===== src/rtl/dtree_pkg.sv =====
// Shared types and widths for the sequential decision-tree classifier.
// Node ROM records, FSM states and small record constructors live here.
package dtree_pkg;
   localparam int FEAT_W  = 8;
   localparam int NODE_AW = 8;
   localparam int CLASS_W = 1;
   localparam int FIDX_W  = 3;
   localparam int SHIFT_W = 3;

   typedef struct packed {
      logic                is_leaf;
      logic [CLASS_W-1:0]  leaf_class;
      logic [FIDX_W-1:0]   feat_idx;
      logic [SHIFT_W-1:0]  shift;
      logic [FEAT_W-1:0]   thr;
      logic [NODE_AW-1:0]  left;
      logic [NODE_AW-1:0]  right;
   } node_t;

   typedef enum logic [1:0] {IDLE, WALK, DONE} state_t;

   function automatic node_t make_leaf(input logic [CLASS_W-1:0] cls);
      node_t n;
      n            = '0;
      n.is_leaf    = 1'b1;
      n.leaf_class = cls;
      return n;
   endfunction

   function automatic node_t make_node(input logic [FIDX_W-1:0]  fi,
                                       input logic [SHIFT_W-1:0] sh,
                                       input logic [FEAT_W-1:0]  thr,
                                       input logic [NODE_AW-1:0] l,
                                       input logic [NODE_AW-1:0] r);
      node_t n;
      n          = '0;
      n.feat_idx = fi;
      n.shift    = sh;
      n.thr      = thr;
      n.left     = l;
      n.right    = r;
      return n;
   endfunction
endpackage


===== src/rtl/dtree_node_rom.sv =====
// Combinational node table produced from the trained model.
// MODEL 0 is the reference tree; MODEL 1 is a self-looping tree for abort checks.
module dtree_node_rom
   import dtree_pkg::*;
#(
   parameter int MODEL = 0
) (
   input  logic [NODE_AW-1:0] addr,
   output node_t              node
);
   always_comb begin
      // Any address the trainer did not emit behaves as a class-0 leaf.
      node = make_leaf(1'b0);
      if (MODEL == 1) begin
         if (addr == 8'd0) node = make_node(3'd0, 3'd0, 8'd0, 8'd0, 8'd0);
      end else begin
         case (addr)
            8'd0:    node = make_node(3'd0, 3'd1, 8'd11, 8'd1, 8'd2);
            8'd1:    node = make_leaf(1'b1);
            default: ;
         endcase
      end
   end
endmodule


===== src/rtl/dtree_seq_eval.sv =====
// Sequential decision-tree classifier: walks the node ROM one node per clock
// through a single shared feature mux, shifter and comparator.
module dtree_seq_eval
   import dtree_pkg::*;
#(
   parameter int N_FEAT    = 5,
   parameter int MAX_DEPTH = 24,
   parameter int MODEL     = 0
) (
   input  logic                     clk,
   input  logic                     rst_n,
   input  logic                     in_valid,
   output logic                     in_ready,
   input  logic [N_FEAT*FEAT_W-1:0] in_feat,
   output logic                     out_valid,
   input  logic                     out_ready,
   output logic [CLASS_W-1:0]       out_class,
   output logic                     out_err,
   output logic                     busy
);
   localparam int DEPTH_W = $clog2(MAX_DEPTH + 1);

   state_t                   state, next_state;
   logic [N_FEAT*FEAT_W-1:0] feat;
   logic [NODE_AW-1:0]       node_ptr;
   logic [DEPTH_W-1:0]       depth;
   node_t                    nd;
   logic [FEAT_W-1:0]        sel_feat;
   logic                     cmp;
   logic                     at_limit;

   dtree_node_rom #(.MODEL(MODEL)) u_rom (
      .addr (node_ptr),
      .node (nd)
   );

   // Indices beyond the feature count read as zero.
   always_comb begin
      sel_feat = '0;
      for (int i = 0; i < N_FEAT; i++)
         if (nd.feat_idx == FIDX_W'(i)) sel_feat = feat[i*FEAT_W +: FEAT_W];
   end

   assign cmp      = (sel_feat >> nd.shift) <= nd.thr;
   assign at_limit = (depth == DEPTH_W'(MAX_DEPTH));

   assign in_ready  = (state == IDLE);
   assign busy      = (state != IDLE);
   assign out_valid = (state == DONE);

   always_ff @(posedge clk or negedge rst_n) begin
      if (!rst_n) state <= IDLE;
      else        state <= next_state;
   end

   always_comb begin
      next_state = state;
      case (state)
         IDLE: if (in_valid)                 next_state = WALK;
         WALK: if (nd.is_leaf || at_limit)   next_state = DONE;
         DONE: if (out_ready)                next_state = IDLE;
         default:                            next_state = IDLE;
      endcase
   end

   always_ff @(posedge clk or negedge rst_n) begin
      if (!rst_n) begin
         feat      <= '0;
         node_ptr  <= '0;
         depth     <= '0;
         out_class <= '0;
         out_err   <= 1'b0;
      end else if (state == IDLE) begin
         if (in_valid) begin
            feat     <= in_feat;
            node_ptr <= '0;
            depth    <= '0;
         end
      end else if (state == WALK) begin
         if (nd.is_leaf) begin
            out_class <= nd.leaf_class;
            out_err   <= 1'b0;
         end else if (at_limit) begin
            out_class <= '0;
            out_err   <= 1'b1;
         end else begin
            node_ptr <= cmp ? nd.left : nd.right;
            depth    <= depth + 1'b1;
         end
      end
   end
endmodule


===== config.mk =====
export PLATFORM = sky130hd
export DESIGN_NAME = dtree_seq_eval
export DESIGN_NICKNAME = d
export VERILOG_FILES = /design/src/rtl/dtree_pkg.sv /design/src/rtl/dtree_node_rom.sv /design/src/rtl/dtree_seq_eval.sv
export SDC_FILE = /design/constraint.sdc
export NUM_CORES = 1
export LEC_CHECK = 0
export ABC_AREA = 1
export ABC_CLOCK_PERIOD_IN_PS = 2300
export CAP_MARGIN = 10
export CORE_MARGIN = 3
export CORE_UTILIZATION = 32
export DETAILED_ROUTE_END_ITERATION = 7
export GPL_ROUTABILITY_DRIVEN = 0
export GPL_TIMING_DRIVEN = 0
export PLACE_DENSITY = 0.7
export SETUP_SLACK_MARGIN = 0.4
export SLEW_MARGIN = 20
export SYNTH_ARGS = -nofsm -noshare
export SYNTH_HDL_FRONTEND = slang
export SYNTH_SLANG_ARGS = --single-unit

===== constraint.sdc =====
create_clock -name clk -period 2.3 [get_ports clk]
set_clock_uncertainty 0.05 [all_clocks]
set_input_delay 0.69 -clock clk [delete_from_list [all_inputs] [get_ports clk]]
set_output_delay 0.69 -clock clk [all_outputs]
set_load 0.01 [all_outputs]

==> results.sh, run 1 <==
export IMPL_outcome="finished, final reports clean"
export IMPL_clk_latency_worst_skew_pair_ps=290
export IMPL_grt_ovfl_total=0
export IMPL_setup_tns_final_ps=0
export IMPL_synth_ff_latch_count=19
export IMPL_clock_sinks=19
export IMPL_grt_pass1_vias=789
export IMPL_cts_clock_pin_slew_for_the_worst_setup_and_hold_paths_ps=100
export IMPL_setup_worst_path_class="flip-flop to primary output"
export IMPL_hp_class="flip-flop to flip-flop"
export IMPL_die_h_um=61.30
export IMPL_nNetsFinal=195
export IMPL_yosys_area_top_type="dfrtp_1"
export IMPL_setup_violations_final=0
export IMPL_drt_drc_violations_left=0
export IMPL_groute_usage_overall_pct=11.98
export IMPL_initial_core_util_pct=34.59
export IMPL_drt_pass1_iterations=4
export IMPL_area_delta_synth_final_pct=26.60
export IMPL_worstPathArrival_ps=1140
export IMPL_critPathLaunchType="flip-flop"
export IMPL_achievable_frequency_mhz=531.9
export IMPL_rows=19
export IMPL_worst_pin_slew_ps=846.8
export IMPL_die_area_mm2=0.003757
export IMPL_rr_worst_depth=8
export IMPL_ctsHtreeMaxLevel=1
export IMPL_power_per_cell_area_mw_per_mm2=1127
export IMPL_via_per_inst=4.866
export IMPL_p_leak_nw=0.6416
export IMPL_dpl_hpwl_mm=1.388
export IMPL_hold_viol_final=0
export IMPL_diodes_inserted=0
export IMPL_worst_setup_path_end_kind="primary output"
export IMPL_ctsLongestPathBuffers=2
export IMPL_antenna_violations_before_repair=0
export IMPL_post_synth_main_area_contributors="dfrtp_1 49%, nand2_1 15%, nand3_1 6.6%"
export IMPL_fraction_of_post_synthesis_cell_area_in_the_top_cell_type_by_area_pct=48.59
export IMPL_post_route_cell_area_mm2=0.001239
export IMPL_largest_net_degree_at_the_start_of_global_routing=20
export IMPL_syn_inst=122
export IMPL_final_fill_count=289
export IMPL_synth_net_count=168
export IMPL_seq_area_frac_synth_pct=48.59
export IMPL_synthesis_yosys_warnings=0
export IMPL_share_of_final_layout_standard_cells_stronger_than_drive_strength_1_pct=16.89
export IMPL_slew_violations=0
export IMPL_pin_count=49
export IMPL_cts_root_buffer="clkbuf_4"
export IMPL_routedWlPerCell_um=10.88
export IMPL_multi_input_area_um2=430.4
export IMPL_timing_max_slew_rel_slack_pct=43.37
export IMPL_power_ir_vdd_worst_mv=0.4165
export IMPL_tritoncts_num_buffers=3
export IMPL_ys_types=21
export IMPL_grt_first_pass_wirelength_mm=3.339
export IMPL_final_period_utilization_pct=81.74
export IMPL_worstPathRequired_ps=1560
export IMPL_final_min_clock_period_ps=1880
export IMPL_tritoncts_clock_tree="yes"
export IMPL_design_core_area_mm2=0.002829
export IMPL_reg_area_um2=475.5
export IMPL_dpl_cell_area_mm2=0.001177
export IMPL_syn_area_cell_um2=8.020
export IMPL_die_width_um=61.30
export IMPL_post_route_ant_nets=0
export IMPL_worst_hold_path_num_cells=2
export IMPL_post_synth_instance_area_um2=978.4
export IMPL_port_buffer_count=16
export IMPL_largest_fanout_on_the_critical_path=3
export IMPL_dr_total_vias=871
export IMPL_drt_iter0_drc=32
export IMPL_finalWirelength_mm=1.947
export IMPL_total_of_max_cap_violations=0
export IMPL_grt_setup_unrepaired="true"
[repair_timing]
action / in CTS / in global routing
pin swaps: 1 / 1
hold buffers: 0 / 0
resized for setup: 11 / 4
cloned: 0 / 0
setup endpoints to repair: 5 / 3
setup buffers: 5 / 1
[state kept, by name (all words and copies together) (netlist names)]
name and flops:
state 2, out_class 1, out_err 1, depth 5
feat 8, node_ptr 2
[path summary, 6_finish.rpt]
check	startpoint	endpoint	slack (ps)
worst max-delay path	state[1]	busy	420
worst min-delay path	feat[2]	feat[2]	430
worst max register to register	state[1]	depth[2]	770
worst min register to register	feat[2]	feat[2]	430
max in group asynchronous	rst_n	feat[2]	860
min in group asynchronous	rst_n	depth[3]	820
[cell families after synthesis]
kind of cell | after synthesis | synth area share, %
adder cells (fa/ha/maj) | 2 | 2.557
AO/OA/AOI/OAI | 9 | 6.137
AND/OR/NAND/NOR | 74 | 34.40
buffers and inverters | 17 | 7.416
flip-flops | 19 | 48.59
XOR/XNOR | 1 | 0.8953
[final cells by class]
type,instances,area share (%)
clock buffer,4,2.121
timing repair buffer,22,15.76
sequential,19,38.38
buffer,2,1.313
multi-input combinational,86,34.75
tap,31,3.131
inverter,15,4.545
[routing by layer]
metal | wire (um) | GRT usage, % | part of all wire [%] | up-vias
li1 | - | - | - | 436
met2 | 862 | 19.18 | 44 | 26
met1 | 961 | 16.62 | 49 | 407
met5 | 0 | 0 | 0 | -
met4 | 21 | 1.858 | 1.1 | 0
met3 | 102 | 3.145 | 5.2 | 2
[critical path, cell delays in order, from the launching register on]
cell and delay, ps:
dfrtp_1 400, buf_6 120, nor2_4 140, inv_1 50, buf_2 130
[cells in the mapped netlist]
master    count
inv_2         1
ha_1          2
inv_1        13
nor2_1       12
nor2_4        1
nand2_4       2
o21ai_0       4
a21oi_1       1
nand2_1      38
clkinv_1      1
nand3_1      13
nand4_1       3
nor3_1        1
nand3b_1      1
xnor2_1       1
dfrtp_1      19
buf_6         1
a21oi_2       4
nand2_2       1
buf_2         1
nor2_2        2
[layout by cell type (no fill, tap or decap), types with 2 or more instances in the layout]
master	netlist	layout
clkdlybuf4s50_1	0	11
nand2_4	2	2
clkbuf_4	0	3
nor2_1	12	12
inv_1	13	13
dlygate4sd2_1	0	2
dfrtp_1	19	19
nand3_1	13	13
nor2_2	2	2
buf_6	1	3
a21oi_2	4	4
o21ai_0	4	4
nand4_1	3	3
nand2_1	38	38
ha_1	2	2
buf_2	1	3
buf_4	0	4
[per-stage QoR]
| stage | std cells | utilization (%) | worst slack, ps | hold WS, ps | power, mW |
|---|---|---|---|---|---|
| floorplan | 122 | - | 812.2 | 344.4 | 0.9722 |
| global placement | 169 | 41.62 | 290.7 | 404.9 | 1.152 |
| detailed placement | 169 | 41.62 | 290.5 | 409.5 | 1.181 |
| CTS | 178 | 43.74 | 303.3 | 434.9 | 1.399 |
| global route | 179 | 43.79 | 358.8 | 468.7 | 1.536 |
| finish | 179 | 43.79 | 419.9 | 432.0 | 1.395 |
[report_power, final]
group	internal [mW]	total, mW	switching [mW]
clock network	0.0675	0.167	0.0999
logic	0.291	0.699	0.408
registers	0.460	0.529	0.0690
total	0.818	1.40	0.577
(Power assumes the default switching activity.)
==> inputs of run 2 (changes only) <==
ABC_CLOCK_PERIOD_IN_PS = 1800   (was 2300)
clock period = 1.8 ns   (was 2.3 ns; I/O delays follow)
==> run 2 against run 1 <==
Setup slack got worse by 350 ps. Final cell count rose by 4.5%. Critical path depth did not move. Clock power rose by 29%. Non-clock buffer count rose by 7. Highest routed layer unchanged.
==> results.sh, run 2 (synthesized netlist as in run 1, its figures left out) <==
export IMPL_ctsHtreeMaxLevel=1
export IMPL_cp_buf_inv_count=3
export IMPL_post_cts_hold_fix_bufs=0
export IMPL_dr_total_vias=927
export IMPL_worst_pin_slew_ps=845.2
export IMPL_ctsLongestPathBuffers=2
export IMPL_share_of_final_layout_standard_cells_stronger_than_drive_strength_1_pct=30.13
export IMPL_largest_fanout_on_the_critical_path=3
export IMPL_drt_drc_violations_left=0
export IMPL_diodes_inserted=0
export IMPL_critical_path_cell_sequence="buf_6 > nor2_4 > inv_1 > buf_2"
export IMPL_crit_path_leading_delay_family="flip-flops"
export IMPL_critPathSlowestCell="dfrtp_1"
export IMPL_antenna_violations_before_repair=0
export IMPL_cts_clock_pin_slew_for_the_worst_setup_and_hold_paths_ps=110
export IMPL_finalWirelength_mm=2.207
export IMPL_largestRegisters="feat (8), depth (5)"
export IMPL_rows=19
export IMPL_setup_violations_final=0
export IMPL_placement_setup_worst_slack_ps=-59.50
export IMPL_clock_power_share_pct=10.0
export IMPL_design_core_area_mm2=0.002829
export IMPL_die_h_um=61.30
export IMPL_hold_viol_final=0
export IMPL_hp_class="input port to asynchronous set/reset pin"
export IMPL_top_register="feat"
export IMPL_slew_violations=0
export IMPL_grt_setup_unrepaired="true"
export IMPL_sw_frac_of_total_pct=42.00
export IMPL_drt_pass1_iterations=6
export IMPL_setup_worst_path_class="flip-flop to primary output"
export IMPL_worst_path_largest_cell_delay_ps=400
export IMPL_achievable_frequency_mhz=578.0
export IMPL_timing_max_slew_rel_slack_pct=43.56
export IMPL_worstPathRequired_ps=1210
export IMPL_switching_power_total_uw=902.2
export IMPL_worst_setup_path_end_kind="primary output"
export IMPL_final_period_utilization_pct=96.12
export IMPL_total_of_max_cap_violations=0
export IMPL_tritoncts_clock_tree="yes"
export IMPL_drt_iter0_drc=34
export IMPL_clk_latency_worst_skew_pair_ps=290
export IMPL_cts_root_buffer="clkbuf_4"
export IMPL_die_area_mm2=0.003757
export IMPL_dpl_hpwl_mm=1.388
export IMPL_groute_usage_overall_pct=11.93
export IMPL_largest_register_ff_count=8
export IMPL_holdWs_ps=275.9
export IMPL_pin_count=49
export IMPL_outcome="finished, final reports clean"
export IMPL_most_frequent_cells_in_the_layout="34 x nand2_1, 19 x dfrtp_1, 12 x nand3_1"
export IMPL_power_share_sequential_pct=31.6
export IMPL_routedWlPerCell_um=11.80
export IMPL_rr_worst_depth=8
export IMPL_p_leak_nw=0.7224
export IMPL_die_width_um=61.30
export IMPL_final_fill_count=272
export IMPL_tritoncts_num_buffers=3
export IMPL_most_common_library_cell_in_the_layout_ignoring_fill_and_taps="nand2_1"
export IMPL_largest_net_degree_at_the_start_of_global_routing=20
export IMPL_grt_ovfl_total=0
export IMPL_post_route_ant_nets=0
export IMPL_worstPathArrival_ps=1140
export IMPL_final_min_clock_period_ps=1730
export IMPL_power_ir_vdd_worst_mv=0.6320
export IMPL_initial_core_util_pct=34.59
export IMPL_via_per_inst=4.957
export IMPL_grt_pass1_vias=800
export IMPL_critPathLaunchType="flip-flop"
export IMPL_path_depth=4
export IMPL_area_delta_synth_final_pct=44.89
export IMPL_port_buffer_count=16
export IMPL_cellInternalPower_mw=1.246
export IMPL_nNetsFinal=203
export IMPL_clock_sinks=19
export IMPL_pwr_share_comb_pct=58.4
export IMPL_postLayoutSetupSlackWorst_ps=69.90
export IMPL_grt_first_pass_wirelength_mm=3.339
export IMPL_power_per_cell_area_mw_per_mm2=1515
## run 2: per-stage QoR
step | util, % | area (um2) | TNS, ps | total power, mW | std cells
after floorplan | - | 978.4 | 0 | 1.242 | 122
after global placement | 41.62 | 1177 | -68.99 | 1.473 | 169
after detailed placement | 41.62 | 1177 | -67.05 | 1.509 | 169
after CTS | 44.18 | 1250 | 0 | 1.827 | 181
after global routing | 50.11 | 1418 | 0 | 2.322 | 187
final | 50.11 | 1418 | 0 | 2.148 | 187
## run 2: layer usage
layer | global-route usage (%) | wire length, um | vias up
met5 | 0 | 0 | -
met4 | 1.858 | 51 | 0
met3 | 3.145 | 101 | 8
met2 | 19.03 | 1044 | 30
met1 | 16.62 | 1010 | 431
li1 | - | - | 458
## run 2: power by group through the flow
stage	Clock (mW)	Combinational (mW)	Sequential (mW)
after floorplan	0	0.560	0.682
after global placement	0	0.783	0.689
after detailed placement	0	0.812	0.698
after CTS	0.227	0.927	0.673
after global routing	0.236	1.39	0.700
final	0.215	1.26	0.678
## run 2: layout make-up
| class | count | area, um2 | area share [%] |
|---|---|---|---|
| timing repair buffer | 29 | 279.0 | 19.68 |
| tap | 31 | 38.79 | 2.736 |
| inverter | 15 | 57.56 | 4.060 |
| buffer | 2 | 20.02 | 1.412 |
| sequential | 19 | 475.5 | 33.54 |
| multi-input combinational | 87 | 520.5 | 36.72 |
| clock buffer | 4 | 26.28 | 1.853 |
## run 2: worst paths after layout
check,startpoint,endpoint,slack (ps)
setup / recovery,state[1],busy,70
hold / removal,rst_n,depth[3],280
setup reg to reg,state[1],depth[2],340
hold reg to reg,feat[2],feat[2],430
max in group asynchronous,rst_n,feat[2],900
min in group clk,feat[2],feat[2],430
## run 2: what timing repair did
item | CTS | global route
buffers inserted | 8 | 4
cloned | 0 | 2
resized for setup | 25 | 26
setup endpoints to repair | 9 | 42
pin swaps | 2 | 6
## run 2: worst reg2reg max path, stage by stage, from the launching register on
cell and delay [ps]:
dfrtp_1 400, buf_6 120, nor2_4 140, buf_4 140, buf_12 130, nand2_8 70
buf_8 150, nand3_1 90, nand2_1 60
==> inputs of run 3 (changes only) <==
ABC_CLOCK_PERIOD_IN_PS = 1950   (was 1800)
CORE_ASPECT_RATIO = 0.6   (was not set)
clock period = 1.95 ns   (was 1.8 ns; I/O delays follow)
==> run 3 against run 2 <==
Global-route usage grew 0.73 points. Power shrank 19%. Die area grew 0.58%. Largest power group unchanged. First-iteration DRC count grew 44%. Sequential share of layout area grew 4.0 points. Critical path type unchanged. Flip-flop and latch count is the same.
==> results.sh, run 3 (synthesized netlist as in run 1, its figures left out) <==
export IMPL_outcome="finished, final reports clean"
export IMPL_cellInternalPower_mw=1.023
export IMPL_multi_input_area_um2=430.4
export IMPL_nNetsFinal=195
export IMPL_power_share_sequential_pct=36.9
export IMPL_groute_usage_overall_pct=12.66
export IMPL_tritoncts_num_buffers=3
export IMPL_share_of_final_layout_standard_cells_stronger_than_drive_strength_1_pct=18.92
export IMPL_dr_total_vias=854
export IMPL_tritoncts_clock_tree="yes"
export IMPL_grt_ovfl_total=0
export IMPL_initial_core_util_pct=36.27
export IMPL_final_min_clock_period_ps=1715
export IMPL_most_frequent_cells_in_the_layout="38 x nand2_1, 18 x dfrtp_1, 13 x nand3_1"
export IMPL_via_per_inst=4.543
export IMPL_reg_area_um2=476.7
export IMPL_drt_iter0_drc=49
export IMPL_drt_pass1_iterations=4
export IMPL_cts_clock_pin_slew_for_the_worst_setup_and_hold_paths_ps=70
export IMPL_die_area_mm2=0.003779
export IMPL_most_common_library_cell_in_the_layout_ignoring_fill_and_taps="nand2_1"
export IMPL_cts_root_buffer="clkbuf_8"
export IMPL_clock_power_share_pct=16.4
export IMPL_hold_viol_final=0
export IMPL_top_register="feat"
export IMPL_setup_tns_final_ps=0
export IMPL_grt_pass1_vias=791
export IMPL_post_cts_hold_fix_bufs=0
export IMPL_grt_first_pass_wirelength_mm=3.691
export IMPL_antenna_violations_before_repair=0
export IMPL_routedWlPerCell_um=11.21
export IMPL_power_ir_vdd_worst_mv=0.4134
export IMPL_post_layout_total_power_mw=1.731
export IMPL_dpl_hpwl_mm=1.505
export IMPL_rows=14
export IMPL_power_per_cell_area_mw_per_mm2=1365
export IMPL_sw_frac_of_total_pct=40.93
export IMPL_timing_max_slew_rel_slack_pct=39.91
export IMPL_clock_sinks=19
export IMPL_slew_violations=0
export IMPL_critPathLaunchType="flip-flop"
export IMPL_largest_net_degree_at_the_start_of_global_routing=20
export IMPL_rr_worst_depth=7
export IMPL_reg2reg_setup_slack_ps=540
export IMPL_r2r_start="state[1]"
export IMPL_largestRegisters="feat (8), depth (5)"
export IMPL_worst_pin_slew_ps=900.0
export IMPL_pin_count=49
export IMPL_largest_fanout_on_the_critical_path=3
export IMPL_dpl_cell_area_mm2=0.001189
export IMPL_worstPathRequired_ps=1310
export IMPL_die_h_um=48.83
export IMPL_setup_worst_path_class="flip-flop to primary output"
export IMPL_grt_setup_unrepaired="true"
export IMPL_design_core_area_mm2=0.002698
export IMPL_area_delta_synth_final_pct=29.67
export IMPL_switching_power_total_uw=708.6
export IMPL_setup_violations_final=0
export IMPL_hp_class="input port to asynchronous set/reset pin"
export IMPL_p_leak_nw=0.6558
export IMPL_worstReg2RegEnd="depth[2]"
export IMPL_die_width_um=77.39
export IMPL_worstPathArrival_ps=1080
export IMPL_worst_setup_path_end_kind="primary output"
export IMPL_port_buffer_count=16
export IMPL_holdWs_ps=386.0
export IMPL_final_period_utilization_pct=87.96
export IMPL_post_route_cell_area_mm2=0.001269
export IMPL_ctsLongestPathBuffers=2
export IMPL_diodes_inserted=0
export IMPL_clk_latency_worst_skew_pair_ps=260
export IMPL_finalWirelength_mm=2.108
export IMPL_achievable_frequency_mhz=583.0
export IMPL_ctsHtreeMaxLevel=1
export IMPL_pwr_share_comb_pct=46.6
export IMPL_final_fill_count=271
export IMPL_largest_register_ff_count=8
export IMPL_drt_drc_violations_left=0
export IMPL_post_route_ant_nets=0
export IMPL_total_of_max_cap_violations=0
[run 3: changes by cell type in the layout (fill, tap and decap cells not counted), sizes merged]
cell	change
buf	-8
clkdlybuf4s15	+1
nand2	-1
[run 3: power by group through the flow]
stage | combinational (mW) | clock [mW] | sequential [mW]
after floorplan | 0.517 | 0 | 0.630
after global placement | 0.724 | 0 | 0.637
after detailed placement | 0.745 | 0 | 0.650
after CTS | 0.759 | 0.292 | 0.640
after global routing | 0.917 | 0.309 | 0.658
final | 0.807 | 0.284 | 0.640
[run 3: what timing repair did]
action / CTS / global route
pin swaps: 2 / 1
resized for setup: 18 / 4
endpoints found under the setup margin: 5 / 30
setup buffers: 2 / 4
hold endpoints to repair: 0 / 0
[run 3: per-layer routing]
layer  global-route usage, %  part of all wire (%)
met4                   2.663                     0
met5                       0                     0
met3                   5.535                   7.3
met1                   18.14                    52
met2                   17.48                    41
[run 3: worst max-delay path by stage]
stage,from,endpoint,slack [ps],cells past startpoint
finish,state[1],busy,230,4
global route,state[1],busy,170,4
floorplan,state[0],busy,570,2
global placement,state[0],in_ready,50,2
CTS,state[1],busy,220,4
detailed placement,state[0],in_ready,30,2
[run 3: metrics by stage]
step	std cells	worst slack [ps]	utilization, %
floorplan	122	567.2	-
global placement	178	54.55	44.06
detailed placement	178	26.02	44.06
CTS	184	216.3	45.92
global route	188	165.4	47.03
finish	188	234.8	47.03
[run 3: area by class of cell]
class / instances / area share (%)
well taps: 40 / 3.945
repair buffers: 22 / 15.29
multi-input cells: 86 / 33.92
plain buffers: 2 / 1.282
inverters: 15 / 4.438
flip-flops and latches: 19 / 37.57
clock buffers: 4 / 3.550
[run 3: critical path: stages (launching register included)]
cell and delay, ps:
dfrtp_1 400, buf_6 120, nor2_4 120, inv_1 50, buf_2 130
